`src/rtl/traffic_phase_fsm.sv`:
```
// traffic_phase_fsm
// Phase controller for a main/side road crossing. Main road rests on green.
// The side road is served only after a vehicle request has been latched. All
// phases are timed in seconds, driven by a 1 Hz one-cycle tick_en. A flash
// override gives blinking caution lamps.
//
// Ports:
//   clk        system clock
//   rst        asynchronous reset, active low
//   tick_en    one-cycle 1 Hz enable
//   side_req   side-road vehicle sensor (level, clk-synchronous)
//   flash      caution override (level)
//   main_lamp  {red, yellow, green} for the main road, registered
//   side_lamp  {red, yellow, green} for the side road, registered
//   sec_left   seconds remaining in the current phase
//   phase      current state encoding
module traffic_phase_fsm #(
    parameter int GREEN_MAIN_S = 10,
    parameter int GREEN_SIDE_S = 6,
    parameter int YELLOW_S     = 3,
    parameter int ALLRED_S     = 1
) (
    input  logic       clk,
    input  logic       rst,
    input  logic       tick_en,
    input  logic       side_req,
    input  logic       flash,
    output logic [2:0] main_lamp,
    output logic [2:0] side_lamp,
    output logic [5:0] sec_left,
    output logic [2:0] phase
);

    typedef enum logic [2:0] {
        MAIN_GREEN  = 3'd0,
        MAIN_YELLOW = 3'd1,
        RED_TO_SIDE = 3'd2,
        SIDE_GREEN  = 3'd3,
        SIDE_YELLOW = 3'd4,
        RED_TO_MAIN = 3'd5,
        FLASH       = 3'd6
    } state_t;

    // Clamp durations into 1..63 so a zero parameter still gives a 1 s phase.
    function automatic logic [5:0] clamp_dur(input int d);
        if (d < 1)
            return 6'd1;
        else if (d > 63)
            return 6'd63;
        else
            return 6'(d);
    endfunction

    localparam logic [5:0] T_GM = clamp_dur(GREEN_MAIN_S);
    localparam logic [5:0] T_GS = clamp_dur(GREEN_SIDE_S);
    localparam logic [5:0] T_Y  = clamp_dur(YELLOW_S);
    localparam logic [5:0] T_AR = clamp_dur(ALLRED_S);

    state_t     state, state_nx;
    logic [5:0] sec_nx;
    logic       req_pend, pend_nx;
    logic       blink, blink_nx;
    logic [2:0] main_nx, side_nx;

    always_ff @(posedge clk or negedge rst) begin
        if (!rst) begin
            state     <= RED_TO_MAIN;
            sec_left  <= T_AR;
            req_pend  <= 1'b0;
            blink     <= 1'b0;
            main_lamp <= 3'b100;
            side_lamp <= 3'b100;
        end else begin
            state     <= state_nx;
            sec_left  <= sec_nx;
            req_pend  <= pend_nx;
            blink     <= blink_nx;
            main_lamp <= main_nx;
            side_lamp <= side_nx;
        end
    end

    always_comb begin
        state_nx = state;
        sec_nx   = sec_left;
        blink_nx = blink;
        pend_nx  = req_pend;

        // Requests are remembered in every state except FLASH, where the
        // pending flag is frozen.
        if (state != FLASH && side_req)
            pend_nx = 1'b1;

        if (flash) begin
            state_nx = FLASH;
            sec_nx   = 6'd0;
            blink_nx = (state == FLASH) ? (blink ^ tick_en) : 1'b1;
        end else if (state == FLASH) begin
            state_nx = RED_TO_MAIN;
            sec_nx   = T_AR;
            blink_nx = 1'b0;
        end else if (tick_en) begin
            if (sec_left > 6'd1) begin
                sec_nx = sec_left - 6'd1;
            end else begin
                case (state)
                    MAIN_GREEN: begin
                        if (req_pend || side_req) begin
                            state_nx = MAIN_YELLOW;
                            sec_nx   = T_Y;
                        end else begin
                            sec_nx = T_GM;
                        end
                    end
                    MAIN_YELLOW: begin
                        state_nx = RED_TO_SIDE;
                        sec_nx   = T_AR;
                    end
                    RED_TO_SIDE: begin
                        state_nx = SIDE_GREEN;
                        sec_nx   = T_GS;
                        // Entering side green serves the request; a fresh
                        // request in this very cycle is kept for next round.
                        pend_nx  = side_req;
                    end
                    SIDE_GREEN: begin
                        state_nx = SIDE_YELLOW;
                        sec_nx   = T_Y;
                    end
                    SIDE_YELLOW: begin
                        state_nx = RED_TO_MAIN;
                        sec_nx   = T_AR;
                    end
                    RED_TO_MAIN: begin
                        state_nx = MAIN_GREEN;
                        sec_nx   = T_GM;
                    end
                    default: begin
                        state_nx = RED_TO_MAIN;
                        sec_nx   = T_AR;
                    end
                endcase
            end
        end
    end

    // Lamps are decoded from the next state so they land in flops alongside it.
    always_comb begin
        main_nx = 3'b100;
        side_nx = 3'b100;
        case (state_nx)
            MAIN_GREEN:  main_nx = 3'b001;
            MAIN_YELLOW: main_nx = 3'b010;
            SIDE_GREEN:  side_nx = 3'b001;
            SIDE_YELLOW: side_nx = 3'b010;
            FLASH: begin
                main_nx = {1'b0, blink_nx, 1'b0};
                side_nx = {blink_nx, 2'b00};
            end
            default: ;
        endcase
    end

    assign phase = state;

endmodule

```
`config.mk`:
```
export PLATFORM = sky130hd
export DESIGN_NAME = traffic_phase_fsm
export DESIGN_NICKNAME = d
export VERILOG_FILES = /design/src/rtl/traffic_phase_fsm.sv
export SDC_FILE = /design/constraint.sdc
export NUM_CORES = 1
export LEC_CHECK = 0
export CAP_MARGIN = 20
export CORE_MARGIN = 2
export CORE_UTILIZATION = 50
export CTS_CLUSTER_SIZE = 16
export DETAILED_ROUTE_END_ITERATION = 10
export GPL_ROUTABILITY_DRIVEN = 0
export GPL_TIMING_DRIVEN = 0
export PLACE_DENSITY_LB_ADDON = 0.2
export SLEW_MARGIN = 25
export SYNTH_ARGS = -nofsm -noshare
export SYNTH_HDL_FRONTEND = slang
export SYNTH_SLANG_ARGS = --single-unit
export TNS_END_PERCENT = 5
```
`constraint.sdc`:
```
create_clock -name clk -period 3.9 [get_ports clk]
set_input_delay 0.39 -clock clk [delete_from_list [all_inputs] [get_ports clk]]
set_output_delay 0.39 -clock clk [all_outputs]
set_load 0.05 [all_outputs]
```
==> impl_metrics.toml, run 1 <==
[run_status]
status = "complete, no violations"

[placed_design]
dp_hpwl_um = 1690
placed_area_um2 = 1280
port_buffers = 18

[logic_synthesis]
syn_area_um2 = 1060
synth.avg_cell_area_um2 = 9.09
synth_nets = 124
ys_async_sr_fraction = 1.00
yosys-top-cells-area = "dfrtp_1 (28%), dfstp_2 (12%), a21oi_1 (4.2%)"
synth_seq_area_share = 0.406
synthFlopType = "dfrtp_1"
synth_top_family_by_area = "simple AND/OR/NAND/NOR gates"
syn_inst = 117
synth_compound_area_frac = 0.222
ys_types = 46
yosys_warnings = 0
synth_fa_ha_area_frac = 0.0235
yosys-mux-area-fraction = 0.0294
synth_top_area_share = 0.282
synth-simple-area-share = 0.262
yosys.area_share.xor_xnor = 0.0165
synth_edf_count = 0
synth_area_leader_cell = "dfrtp_1"
synth.top_cells.by_count = "dfrtp_1 (12), nand2_1 (12), nor2_1 (11)"
ys_ff_latch = 17

[cts]
clock_sinks = 17
clk_latency_ns = 0.29
cts_tree = "done"
cts_max_level = 1
cts_buffers = 3
cts-root-buf = "clkbuf_4"
cts_setup_buffers = 0
cts_resized = 0
clock_path_buffers = 2
cts.clk_slew.worst_paths_ns = 0.10
cts_hold_buf = 0

[floorplan]
die_area_um2 = 2510
fp.dieW_um = 50.1
rows = 16
start_util = 0.537
ios = 20
die_h_um = 50.1
core_um2 = 1980

[final_layout]
fin_area_um2 = 1300
area_growth_pct = 22.6
drive_gt1_frac = 0.180
fillers = 173
antenna_cells = 0
final_net_count = 147

[critical_path]
worstSetupStartpointType = "flop"
crit_type = "reg2reg"
end_kind = "flop"
worstPathMaxFanout = 8
crit_required_ns = 4.08
worstPathArrival_ns = 2.36

[route]
vias_per_cell = 5.61
dr_total_vias = 932
firstDrtPassIters = 4
drc = 0
dr.first_iter.drc_count = 31
routed_wl_um = 2300
wl_per_cell_um = 13.9
ant_nets = 0

[timing]
period_share = 0.559
finalSetupViolations = 0
post-route-min-period_ns = 2.18
slew_headroom = 0.516
tightest_slew_ns = 0.724
report.final.slew_viol_count = 0
rsz0062_at_grt = "false"
finalHoldViolCount = 0
setup-tns-final_ns = 0
finClkSkew_ns = 0.00251
fmax_mhz = 459

[power]
ir_drop_v = 0.000453
switching_share = 0.472
p_leak_nw = 0.527
p_int_mw = 0.459
clockPowerShare = 0.108
powerDensity_nw_per_um2 = 668
seqPwrFrac = 0.303
power_switching_mw = 0.411
comb_power_share = 0.589

[global_routing]
grt_pass1_wl_um = 4030
grt_start_max_net_pins = 18
grt-ovfl-total = 0
antenna_found_initial = 0
grt_pass1_vias = 894
track_usage = 0.209

[min_path]
hp-class = "in2reg"

[job]
cap_violations = 0
-- power by group through the flow --
stage | Clock (mW) | Combinational, mW | Sequential [mW]
finish | 0.0943 | 0.512 | 0.264
global route | 0.106 | 0.554 | 0.271
CTS | 0.0973 | 0.511 | 0.263
detailed placement | 0 | 0.508 | 0.266
global placement | 0 | 0.501 | 0.265
floorplan | 0 | 0.274 | 0.374
-- cell families (layout without fill, tap and decap cells) --
| family | count (synthesis) | in the layout |
|---|---|---|
| AND/OR/NAND/NOR | 50 | 50 |
| buffers and inverters | 10 | 32 |
| XOR/XNOR | 2 | 2 |
| AO/OA/AOI/OAI | 33 | 33 |
| multiplexers | 3 | 3 |
| flip-flops | 17 | 17 |
| adder cells (fa/ha/maj) | 2 | 2 |
-- worst max-delay path: stages, from the launching register on --
cell	delay (ns)
dfstp_2	0.61
inv_1	0.08
ha_1	0.24
nor2_1	0.26
or4_1	0.15
buf_2	0.19
mux2i_1	0.21
nor4b_1	0.07
a211o_1	0.26
-- sequential cells by signal, indices dropped and copies added, names as in the netlist --
signal     flops
blink          1
side_lamp      3
req_pend       1
main_lamp      3
phase          3
sec_left       6
-- final timing paths --
check	start	end	slack, ns	depth (start not counted)
worst max register to register	sec_left[0]	sec_left[3]	1.72	8
min in group asynchronous	rst	side_lamp[1]	0.52	1
worst min register to register	req_pend	req_pend	0.56	2
worst max-delay path	sec_left[0]	sec_left[3]	1.72	8
max in group asynchronous	rst	sec_left[5]	2.92	1
worst min-delay path	tick_en	sec_left[2]	0.42	3
-- cell usage in the layout (no fill, tap or decap), types with 2 or more instances in the layout --
| master | n |
|---|---|
| o21ai_1 | 2 |
| ha_1 | 2 |
| nand2b_1 | 4 |
| o21ai_0 | 3 |
| inv_1 | 4 |
| dfstp_2 | 5 |
| nor4_1 | 2 |
| nor2b_1 | 2 |
| clkbuf_4 | 3 |
| xor2_1 | 2 |
| o31ai_1 | 2 |
| nor2_1 | 11 |
| or2_2 | 3 |
| clkbuf_1 | 4 |
| nand2_1 | 12 |
| a21oi_1 | 9 |
| clkdlybuf4s50_1 | 18 |
| dfrtp_1 | 12 |
| a211oi_1 | 4 |
| nor3_1 | 5 |
| a211o_1 | 2 |
| mux2i_1 | 2 |
-- area by class of cell --
class	instances	area (µm²)	share of cell area
Timing Repair Buffer	18	180	0.138
Inverter	4	15.0	0.0115
Clock buffer	4	26.3	0.0202
Buffer	6	27.5	0.0211
Sequential cell	17	432	0.331
Multi-Input combinational cell	90	589	0.452
Tap cell	27	33.8	0.0259
-- through the flow --
stage / setup slack (ns) / power (mW) / utilization / cells / hold slack (ns)
after global placement: 1.77 / 0.766 / 0.645 / 162 / 0.509
after CTS: 1.74 / 0.872 / 0.658 / 166 / 0.418
after detailed placement: 1.76 / 0.774 / 0.645 / 162 / 0.523
final: 1.72 / 0.871 / 0.658 / 166 / 0.421
after floorplan: 1.73 / 0.648 / - / 117 / 0.0944
after global routing: 1.56 / 0.931 / 0.658 / 166 / 0.414
-- layer usage --
layer  part of all wire  wire length (µm)  up-vias  track usage
met5                  0                 0        -            0
met4              0.010                23        0       0.0787
met3              0.043               100        4       0.0212
met2               0.49              1120       34        0.353
met1               0.46              1060      425        0.273
li1                   -                 -      469            -
Power figures use the tool's default switching activity.
==> run 2, diff against run 1 <==
clock period = 2.2 ns   (was 3.9 ns; I/O delays follow)
==> run 2 against run 1 <==
Against the previous run:
- core utilization rose by 1.5 points
- maximum frequency up 3.6%
- clock power increased by 76%
- critical path type unchanged
- routed wire length increased by 2.8%
==> impl_metrics.toml, run 2 (same netlist as run 1, synthesis figures left out) <==
[run_status]
status = "complete, no violations"

[route]
dr.first_iter.drc_count = 26
vias_per_cell = 5.63
firstDrtPassIters = 4
wl_per_cell_um = 14.2
routed_wl_um = 2370
dr_total_vias = 941
drc = 0
ant_nets = 0

[timing]
whs_ns = 0.252
report.final.slew_viol_count = 0
setup-tns-final_ns = 0
period_share = 0.956
tightest_slew_ns = 0.727
finClkSkew_ns = 0.00259
finalSetupViolations = 0
slew_headroom = 0.514
fmax_mhz = 475
fin_ws_ns = 0.0966
finalHoldViolCount = 0
post-route-min-period_ns = 2.10

[critical_path]
end_kind = "flop"
cp_slowest_cell = "dfstp_2"
worstSetupStartpointType = "flop"
slowest_delay_ns = 0.60
crit_required_ns = 2.38
crit_chain = "ha_2 -> nor2_4 -> or4_1 -> buf_2 -> mux2i_1 -> nor4b_2 -> a211o_1"
worstPathArrival_ns = 2.29
worstPathMaxFanout = 8
crit_type = "reg2reg"
critPathBufInv = 1
cp_top_family = "flip-flops"

[final_layout]
top_register = "sec_left"
stdcell_count = 167
area_growth_pct = 25.4
antenna_cells = 0
final_net_count = 148
largest_register_ffs = 6
post-route-util = 0.673
drive_gt1_frac = 0.221
mostFrequentLayoutCells = "clkdlybuf4s50_1 (18), nand2_1 (12), dfrtp_1 (12), nor2_1 (10), a21oi_1 (9)"
final_common_cell = "clkdlybuf4s50_1"
fin_area_um2 = 1330

[global_routing]
grt_util_met1 = 0.273
antenna_found_initial = 0
grt_pass1_wl_um = 4030
grt-ovfl-total = 0
track_usage = 0.209
grt_pass1_vias = 894
top_usage_layer = "met2"
use_met3 = 0.0212
grt_start_max_net_pins = 18
gr-usage-met2 = 0.353

[cts]
cts.clk_slew.worst_paths_ns = 0.10
clock_sinks = 17
cts_tree = "done"
cts-root-buf = "clkbuf_4"
cts_max_level = 1
clock_path_buffers = 2
clk_latency_ns = 0.29
cts_hold_buf = 0
cts_buffers = 3

[placed_design]
placed_area_um2 = 1280
dp_hpwl_um = 1690
pre_cts_slack_ns = 0.0639
port_buffers = 18
placed_cells = 162

[floorplan]
fp.dieW_um = 50.1
die_h_um = 50.1
core_um2 = 1980
ios = 20
die_area_um2 = 2510
start_util = 0.537
rows = 16

[min_path]
hp-class = "in2reg"

[job]
cap_violations = 0

[power]
powerDensity_nw_per_um2 = 1190
ir_drop_v = 0.000816
total_power_mw = 1.59
p_leak_nw = 0.533
[run 2: changes by cell type in the layout (fill, tap and decap cells not counted), sizes merged]
cell  change
buf       +1
[run 2: layer usage]
layer / wire [µm] / vias up
li1: - / 469
met1: 1060 / 438
met2: 1180 / 30
met3: 97 / 4
met4: 27 / 0
met5: 0 / -
[run 2: timing repair]
action                                  4_1_cts  5_1_grt
endpoints found under the hold margin         0        0
endpoints found under the setup margin        0        1
buffers inserted                              0        1
gates resized for setup                       0        6
[run 2: tightest hold or removal path, cell delays in order]
cell and delay [ns]:
buf_4 0.14, o21ai_0 0.08, a21oi_1 0.06
[run 2: final timing paths]
check,start,endpoint,slack [ns],cells after the start
worst min-delay path,tick_en,sec_left[2],0.25,3
worst max-delay path,sec_left[0],sec_left[3],0.1,7
worst max register to register,sec_left[0],sec_left[3],0.1,7
max in group asynchronous,rst,sec_left[5],1.39,1
min in group asynchronous,rst,side_lamp[1],0.36,1
worst min register to register,req_pend,req_pend,0.55,2
[run 2: power breakdown]
group	switching (mW)	internal [mW]
registers	0.0713	0.396
logic	0.588	0.369
clock network	0.0958	0.0704
total	0.755	0.835
[run 2: layout make-up]
cell class / count / area, µm²
Tap cell: 27 / 33.8
Fill cell: 168 / 648
Multi-Input combinational cell: 90 / 612
Buffer: 6 / 27.5
Inverter: 4 / 15.0
Sequential cell: 17 / 432
Clock buffer: 4 / 26.3
Timing Repair Buffer: 19 / 188
